==> config.mk <==
export PLATFORM = sky130hd
export DESIGN_NAME = ghost_move_scheduler
export DESIGN_NICKNAME = d
export VERILOG_FILES = /design/src/rtl/ghost_move_scheduler.sv
export SDC_FILE = /design/constraint.sdc
export NUM_CORES = 1
export LEC_CHECK = 0
export ABC_AREA = 1
export BUFFER_PORTS_ARGS = -buffer_cell sky130_fd_sc_hd__buf_2
export CORE_MARGIN = 1
export CORE_UTILIZATION = 30
export DETAILED_ROUTE_END_ITERATION = 10
export PLACE_DENSITY_LB_ADDON = 0.08
export REMOVE_ABC_BUFFERS = 1
export SLEW_MARGIN = 20
export SYNTH_ARGS = -nofsm -noshare
export SYNTH_HDL_FRONTEND = slang
export SYNTH_SLANG_ARGS = --single-unit
==> constraint.sdc <==
create_clock -name clk -period 9.5 [get_ports clk]
set_input_delay 1.425 -clock clk [delete_from_list [all_inputs] [get_ports clk]]
set_output_delay 1.425 -clock clk [all_outputs]
set_load 0.02 [all_outputs]
==> src/rtl/ghost_move_scheduler.sv <==
`default_nettype none
// ============================================================================
// ghost_move_scheduler - steps four ghosts once per frame over a shared
// maze-wall lookup port. Optional macro GHOST_WRAP_EN enables the x tunnel.
// Revision: 1.0
// ============================================================================
module ghost_move_scheduler #(
   parameter int STEP    = 1,
   parameter int START_X = 144,
   parameter int START_Y = 112,
   parameter int X_MAX   = 319,
   parameter int Y_MAX   = 239
) (
   input  logic       clk,
   input  logic       rst,
   input  logic       frame_tick,
   input  logic       enable,
   output logic       wall_req,
   output logic [8:0] wall_x,
   output logic [8:0] wall_y,
   input  logic       wall_ack,
   input  logic       wall_hit,
   output logic [8:0] x_red,
   output logic [8:0] y_red,
   output logic [8:0] x_blue,
   output logic [8:0] y_blue,
   output logic [8:0] x_yellow,
   output logic [8:0] y_yellow,
   output logic [8:0] x_pink,
   output logic [8:0] y_pink,
   output logic       busy,
   output logic       frame_miss
);

   localparam logic [9:0] STEP_W  = 10'(STEP);
   localparam logic [9:0] X_MAX_W = 10'(X_MAX);
   localparam logic [9:0] Y_MAX_W = 10'(Y_MAX);

   typedef enum logic [2:0] {
      IDLE   = 3'd0,
      CHECK  = 3'd1,
      QUERY  = 3'd2,
      ROTATE = 3'd3,
      MOVE   = 3'd4,
      NEXT   = 3'd5
   } state_t;

   state_t     state;
   logic [8:0] pos_x [4];
   logic [8:0] pos_y [4];
   logic [1:0] dir   [4];
   logic [1:0] start_dir;
   logic [1:0] idx;
   logic [1:0] tries;

   logic [9:0] cand_x;
   logic [9:0] cand_y;
   logic       cand_ok;

   // Candidate is built in 10 bits so a step below zero shows up as a large value.
   always_comb begin
      cand_x = {1'b0, pos_x[idx]};
      cand_y = {1'b0, pos_y[idx]};
      case (dir[idx])
         2'd0:    cand_x = cand_x + STEP_W;
         2'd1:    cand_y = cand_y + STEP_W;
         2'd2:    cand_x = cand_x - STEP_W;
         default: cand_y = cand_y - STEP_W;
      endcase
`ifdef GHOST_WRAP_EN
      if (dir[idx] == 2'd2 && {1'b0, pos_x[idx]} < STEP_W)
         cand_x = X_MAX_W - STEP_W + 10'd1 + {1'b0, pos_x[idx]};
      else if (dir[idx] == 2'd0 && cand_x > X_MAX_W)
         cand_x = cand_x - X_MAX_W - 10'd1;
`endif
      cand_ok = (cand_x <= X_MAX_W) && (cand_y <= Y_MAX_W);
   end

   always_ff @(posedge clk) begin
      if (!rst) begin
         state      <= IDLE;
         wall_req   <= 1'b0;
         wall_x     <= '0;
         wall_y     <= '0;
         busy       <= 1'b0;
         frame_miss <= 1'b0;
         idx        <= '0;
         tries      <= '0;
         start_dir  <= '0;
         for (int i = 0; i < 4; i++) begin
            pos_x[i] <= 9'(START_X + 16 * i);
            pos_y[i] <= 9'(START_Y);
            dir[i]   <= 2'(i);
         end
      end else begin
         frame_miss <= frame_tick && busy;
         case (state)
            IDLE: begin
               if (frame_tick && enable) begin
                  state     <= CHECK;
                  idx       <= '0;
                  tries     <= '0;
                  busy      <= 1'b1;
                  start_dir <= dir[0];
               end
            end
            CHECK: begin
               if (!cand_ok) begin
                  state <= ROTATE;
               end else begin
                  wall_x   <= cand_x[8:0];
                  wall_y   <= cand_y[8:0];
                  wall_req <= 1'b1;
                  state    <= QUERY;
               end
            end
            QUERY: begin
               if (wall_ack) begin
                  wall_req <= 1'b0;
                  state    <= wall_hit ? ROTATE : MOVE;
               end
            end
            ROTATE: begin
               wall_req <= 1'b0;
               // A ghost boxed in on all four sides keeps the heading it started with.
               if (tries == 2'd3) begin
                  dir[idx] <= start_dir;
                  state    <= NEXT;
               end else begin
                  dir[idx] <= dir[idx] + 2'd1;
                  tries    <= tries + 2'd1;
                  state    <= CHECK;
               end
            end
            MOVE: begin
               pos_x[idx] <= wall_x;
               pos_y[idx] <= wall_y;
               state      <= NEXT;
            end
            NEXT: begin
               if (idx == 2'd3) begin
                  busy  <= 1'b0;
                  state <= IDLE;
               end else begin
                  idx       <= idx + 2'd1;
                  tries     <= '0;
                  start_dir <= dir[idx + 2'd1];
                  state     <= CHECK;
               end
            end
            default: state <= IDLE;
         endcase
      end
   end

   assign x_red    = pos_x[0];
   assign y_red    = pos_y[0];
   assign x_blue   = pos_x[1];
   assign y_blue   = pos_y[1];
   assign x_yellow = pos_x[2];
   assign y_yellow = pos_y[2];
   assign x_pink   = pos_x[3];
   assign y_pink   = pos_y[3];

endmodule
`default_nettype wire
* After elaboration in Yosys (flattened, before gate mapping)
Memory sizes are Yosys's and may differ from the RTL's. A register that Yosys moved wholly into a read port is not among the register bits.
Index checks and enable logic that the tools add are counted.
** Storage, ports and cells
- Word-level logic and storage cells :: 107
- RAM bits :: 80
- Output and inout port bits :: 93
- Register bits after elaboration :: 30
- Memories kept :: 3
- Bits of input ports :: 6
** Cells by class
- Equal/unequal tests :: 15
- $lt $le $gt $ge :: 2
- Multiplexer cells :: 52
- Add/subtract/negate cells :: 7
- Bitwise operators :: 1
- Reduce and logical (&&, ||, !) cells :: 18
** Memories
- pos_x :: depth 4, bits a word 9, read ports 5, clocked after memory_dff 1, wr ports 4, RTL line 49 : logic [8:0] pos_x [4];
- pos_y :: depth 4, bits a word 9, read ports 5, clocked after memory_dff 1, wr ports 4, RTL line 50 : logic [8:0] pos_y [4];
- dir :: depth 4, bits a word 2, read ports 3, clocked after memory_dff 1, wr ports 4, RTL line 51 : logic [1:0] dir [4];
** Operators by type and width (count)
- one-hot mux 10 bit (2 select lines) :: 2
- two-way mux 2 bit :: 17
- two-way mux 1 bit :: 21
- adder 9 x 1 -> 10 bit, second input constant :: 2
- subtractor 9 x 1 -> 10 bit, second input constant :: 2
- two-way mux 9 bit :: 2
- one-hot mux 3 bit (6 select lines) :: 1
- OR reduction 9 bit :: 2
- two-way mux 3 bit :: 4
- != test 2 bit, second input constant :: 6
- less-or-equal comparator 10 x 8 -> 1 bit, second input constant :: 1
- less-or-equal comparator 10 x 9 -> 1 bit, second input constant :: 1
- AND reduction 3 bit :: 3
- one-hot mux 2 bit (2 select lines) :: 2
- adder 2 x 1 -> 2 bit, second input constant :: 3
- equality test 2 bit, second input constant :: 3
- equality test 3 x 2 -> 1 bit, second input constant :: 2
- equality test 3 bit, second input constant :: 2
- one-hot mux 2 bit (3 select lines) :: 1
- nonzero test 3 bit :: 2
- AND reduction 2 bit :: 2
- AND reduction 4 bit :: 1
- OR reduction 2 bit :: 2
- equality test 3 x 1 -> 1 bit, second input constant :: 1
- 8 further kinds :: 10

* Depth between registers and ports, before layout
- Word-level depth :: 8
- Gate-level depth with buffers :: 28
- Gate-level depth less buffers :: 23

* Worst setup path before layout
No wires, ideal clock.
- Path type :: reg2reg
- From :: register (tool-made name)
- To :: register wall_x[8]
- Path buffers :: 5
- Data required time :: 9387 ps
- Arrival time :: 3488 ps
- Path slack :: 5899 ps
- Clock period less this slack :: 3601 ps
- Stages on the path, launching flop included :: 26
- Setup time :: 113 ps
- Cells stage by stage :: dfxtp_1 > buf_6 > buf_4 > clkbuf_1 > clkbuf_1 > nand2_1 > a32oi_1 > inv_1 > ha_1 > inv_1 > ha_1 > a21oi_1 > inv_1 > nand2_1 > nand2_1 > inv_1 > nand2_1 > nand2_1 > nand3_1 > nand2_1 > nor2_1 > a21oi_4 > nand3_4 > buf_6 > nor2_1 > nor2_1
** RTL lines
- end signal, assigned :: RTL line 111 : wall_x <= cand_x[8:0];
- end, declared :: RTL line 19 : output logic [8:0] wall_x,

==> metrics <==
placed cells=between 1000 and 1500; min-delay worst type=reg2reg; setup violators final=0; sw frac=around 38%; most used flip-flop cell after synthesis=edfxtp_1; Yosys cell types=45; Crit. End Element=flop; RePlAce Congestion=0.842; Final period util=about half; Worst Path Max Fanout=32; unrepaired setup endpoints after global routing=false; adder-cell share of the synthesized area=between 3 and 4%; Clock transition at path regs=~0.08 ns; ys async rst share=0%; Post-Syn Instances=838; share of cells above drive strength 1=between 15 and 20%; Worst-Margin Slew=~1.1 ns; reg-to-reg slack, setup=~4.8 ns; status=finished, final reports clean; Clk Latency, worst-skew pair=between 0.3 and 0.4 ns; GRT Total Usage=between 10% and 20%; Finished Layout Cells=about 1200; first-pass GRT wire length=about 32 mm; Post-DRT Antenna Nets=0; clock buffer depth=2; Clock Skew=around 0.013 ns; Cell Area, Synth=6530 sq um; total internal power=863 uW; Hold Buf Count CTS=0; WL/cell=between 15 and 20 um; Slew Limit Fails=0; hold path start=busy; setup bufs post-CTS=0; critical path class=in2reg; Vert. Die Dim=about 150 um; final hold violation count=0; Yosys top cell area share=36.8%; post-synth top area cell=edfxtp_1; Area contributors post-synth=edfxtp_1, nand2_1, dfxtp_1, nor2_1, inv_1; VDD IR max=0.0843 mV; #FFs+latches synth=between 100 and 150; total power=around 1.4 mW; fmax=about 0.20 GHz; maxcap violations=0; total CTS buffers=9; CORE AREA=roughly 21000 sq um; Synth Area in XOR/XNOR=less than 1%; hold path depth=2; Sequential Power Share=between 40% and 50%; Root Driver=clkbuf_16; # rows=53; multiplexer area fraction after synthesis=0%; reg-to-reg endpoint=wall_x[7]; Req. time, crit path=approximately 9.5 ns; diode count=0; antenna violations before repair=0; First DRT Iteration DRCs=approximately 430; DRT Pass-1 Iters=5; WP data arrival=4.91 ns; Hold Path Sink=frame_miss; Leakage=between 3 and 4 nW; net switching power=around 520 uW; via count=roughly 5700; H-tree levels=3; DP HPWL=between 10 and 15 mm; I/O Buffers=between 90 and 100; Via density=between 4 and 5; EDFF count, synth=80; drt total wl=21.4 mm; cell with the most instances after synthesis=nand2_1; Initial Utilization=30.9%; top cells by count, synth=nand2_1, nor2_1, inv_1, edfxtp_1, nand3_1; Max-slew headroom=29.6%; worst r2r path cells=22; power per cell area=around 180 nW/um^2; clk sink count=around 110; Startpoint Class=input port; main combinational cell family by area after synthesis=simple AND/OR/NAND/NOR gates; Warnings, synthesis=0; Seq/Total Area, Yosys=between 40% and 50%; DIE WIDTH=150 um; syn_area_per_cell=~7.8 sq um; largest net degree at the start of global routing=39; Post-Synth Simple-Gate Area=~31%; post-layout net count=945; Layout area overhead=15.2%; Congestion Overflow GR=0; clock power share=between 20% and 30%; Final min period=about 5 ns; setup tns final=0 ns; Comb power frac=a little under a third; # IOs=a little under 100; vias in the first global route=about 5400; DRC=0; post-synthesis compound-gate area fraction=between 8 and 9%; Die ar.=between 20000 and 25000 sq um; PostCTS Resize Cnt=0; CTS tree=done
==> stage by stage <==
stage / setup WS (ns) / hold slack (ns) / area (sq um) / utilization, %
2_1_floorplan: 5.29 / 0.447 / 6340 / -
3_3_place_gp: 4.15 / 0.448 / 7240 / 34.2
3_5_place_dp: 4.15 / 0.450 / 7240 / 34.2
4_1_cts: 4.56 / 0.462 / 7530 / 35.6
5_1_grt: 4.27 / 0.494 / 7530 / 35.6
6_report: 4.57 / 0.456 / 7530 / 35.6
==> how the worst max path moves through the flow <==
stage	start	to
2_1_floorplan	flop	wall_x[0]
3_3_place_gp	rst	pos_y[1][2]
3_5_place_dp	rst	pos_y[1][2]
4_1_cts	rst	pos_y[1][1]
5_1_grt	rst	pos_y[1][1]
6_report	rst	pos_y[1][1]
==> routing by layer <==
metal | vias to the layer above | part of all wire [%] | global-route usage (%)
li1 | 2889 | - | -
met1 | 2666 | 47 | 26.3
met2 | 140 | 48 | 33.1
met3 | 12 | 4.1 | 3.45
met4 | 0 | 0.66 | 3.06
met5 | - | 0 | 0
==> cells by family (layout without fill, tap and decap cells) <==
logic type	count (synthesis)	count (layout)
DFF	112	112
AOI/OAI and AO/OA	94	94
xor gates and xnor gates	5	5
and+or+nand+nor	465	465
adders and majority gates	17	17
buffers and inverters	145	234
==> power by group through the flow <==
stage	Clock (mW)	Combinational [mW]	Sequential, mW
after CTS	0.394	0.437	0.565
after global routing	0.412	0.491	0.568
after detailed placement	0	0.435	0.577
after global placement	0	0.441	0.577
after floorplan	0	0.287	0.596
final	0.381	0.436	0.565
==> cell usage in the layout (no fill, tap or decap), types with 4 or more instances in the layout <==
cell	netlist	routed
ha_1	16	16
edfxtp_1	80	80
buf_4	4	7
or2_2	6	6
o21ai_0	36	35
inv_1	105	105
inv_2	5	5
nand3_2	10	10
o211ai_1	4	4
nand2_2	15	15
nand2_1	212	212
clkbuf_16	0	9
nand4_1	16	16
buf_2	4	98
a21oi_1	28	28
o22ai_1	7	7
nor2_1	138	138
dfxtp_1	32	32
nand3_1	46	46
nor3_1	15	14
==> final cells by class <==
| class | count | area (sq um) |
|---|---|---|
| Fill cell | 2276 | 13600 |
| Sequential cell | 112 | 3040 |
| Clock inverter | 5 | 40.0 |
| Multi-Input combinational cell | 581 | 2880 |
| Timing Repair Buffer | 105 | 543 |
| Clock buffer | 11 | 243 |
| Inverter | 113 | 429 |
| Tap cell | 275 | 344 |
==> critical path, cell delays in order <==
cell and delay [ns]:
buf_2 0.08, buf_4 0.37, clkinv_1 0.42, nor2_1 0.24, inv_1 0.05, buf_4 0.27
nor2_1 0.13, inv_1 0.06, nor2_1 0.39, inv_1 0.50, nand2_1 0.94
==> registers in the layout, indices dropped and copies added (netlist names), named ones only <==
register,count
wall_y,9
pos_y,36
busy,1
wall_x,9
tries,2
dir,8
start_dir,2
state,3
frame_miss,1
idx,2
wall_req,1
pos_x,36
Note: power is estimated with default switching activity, not from simulation.
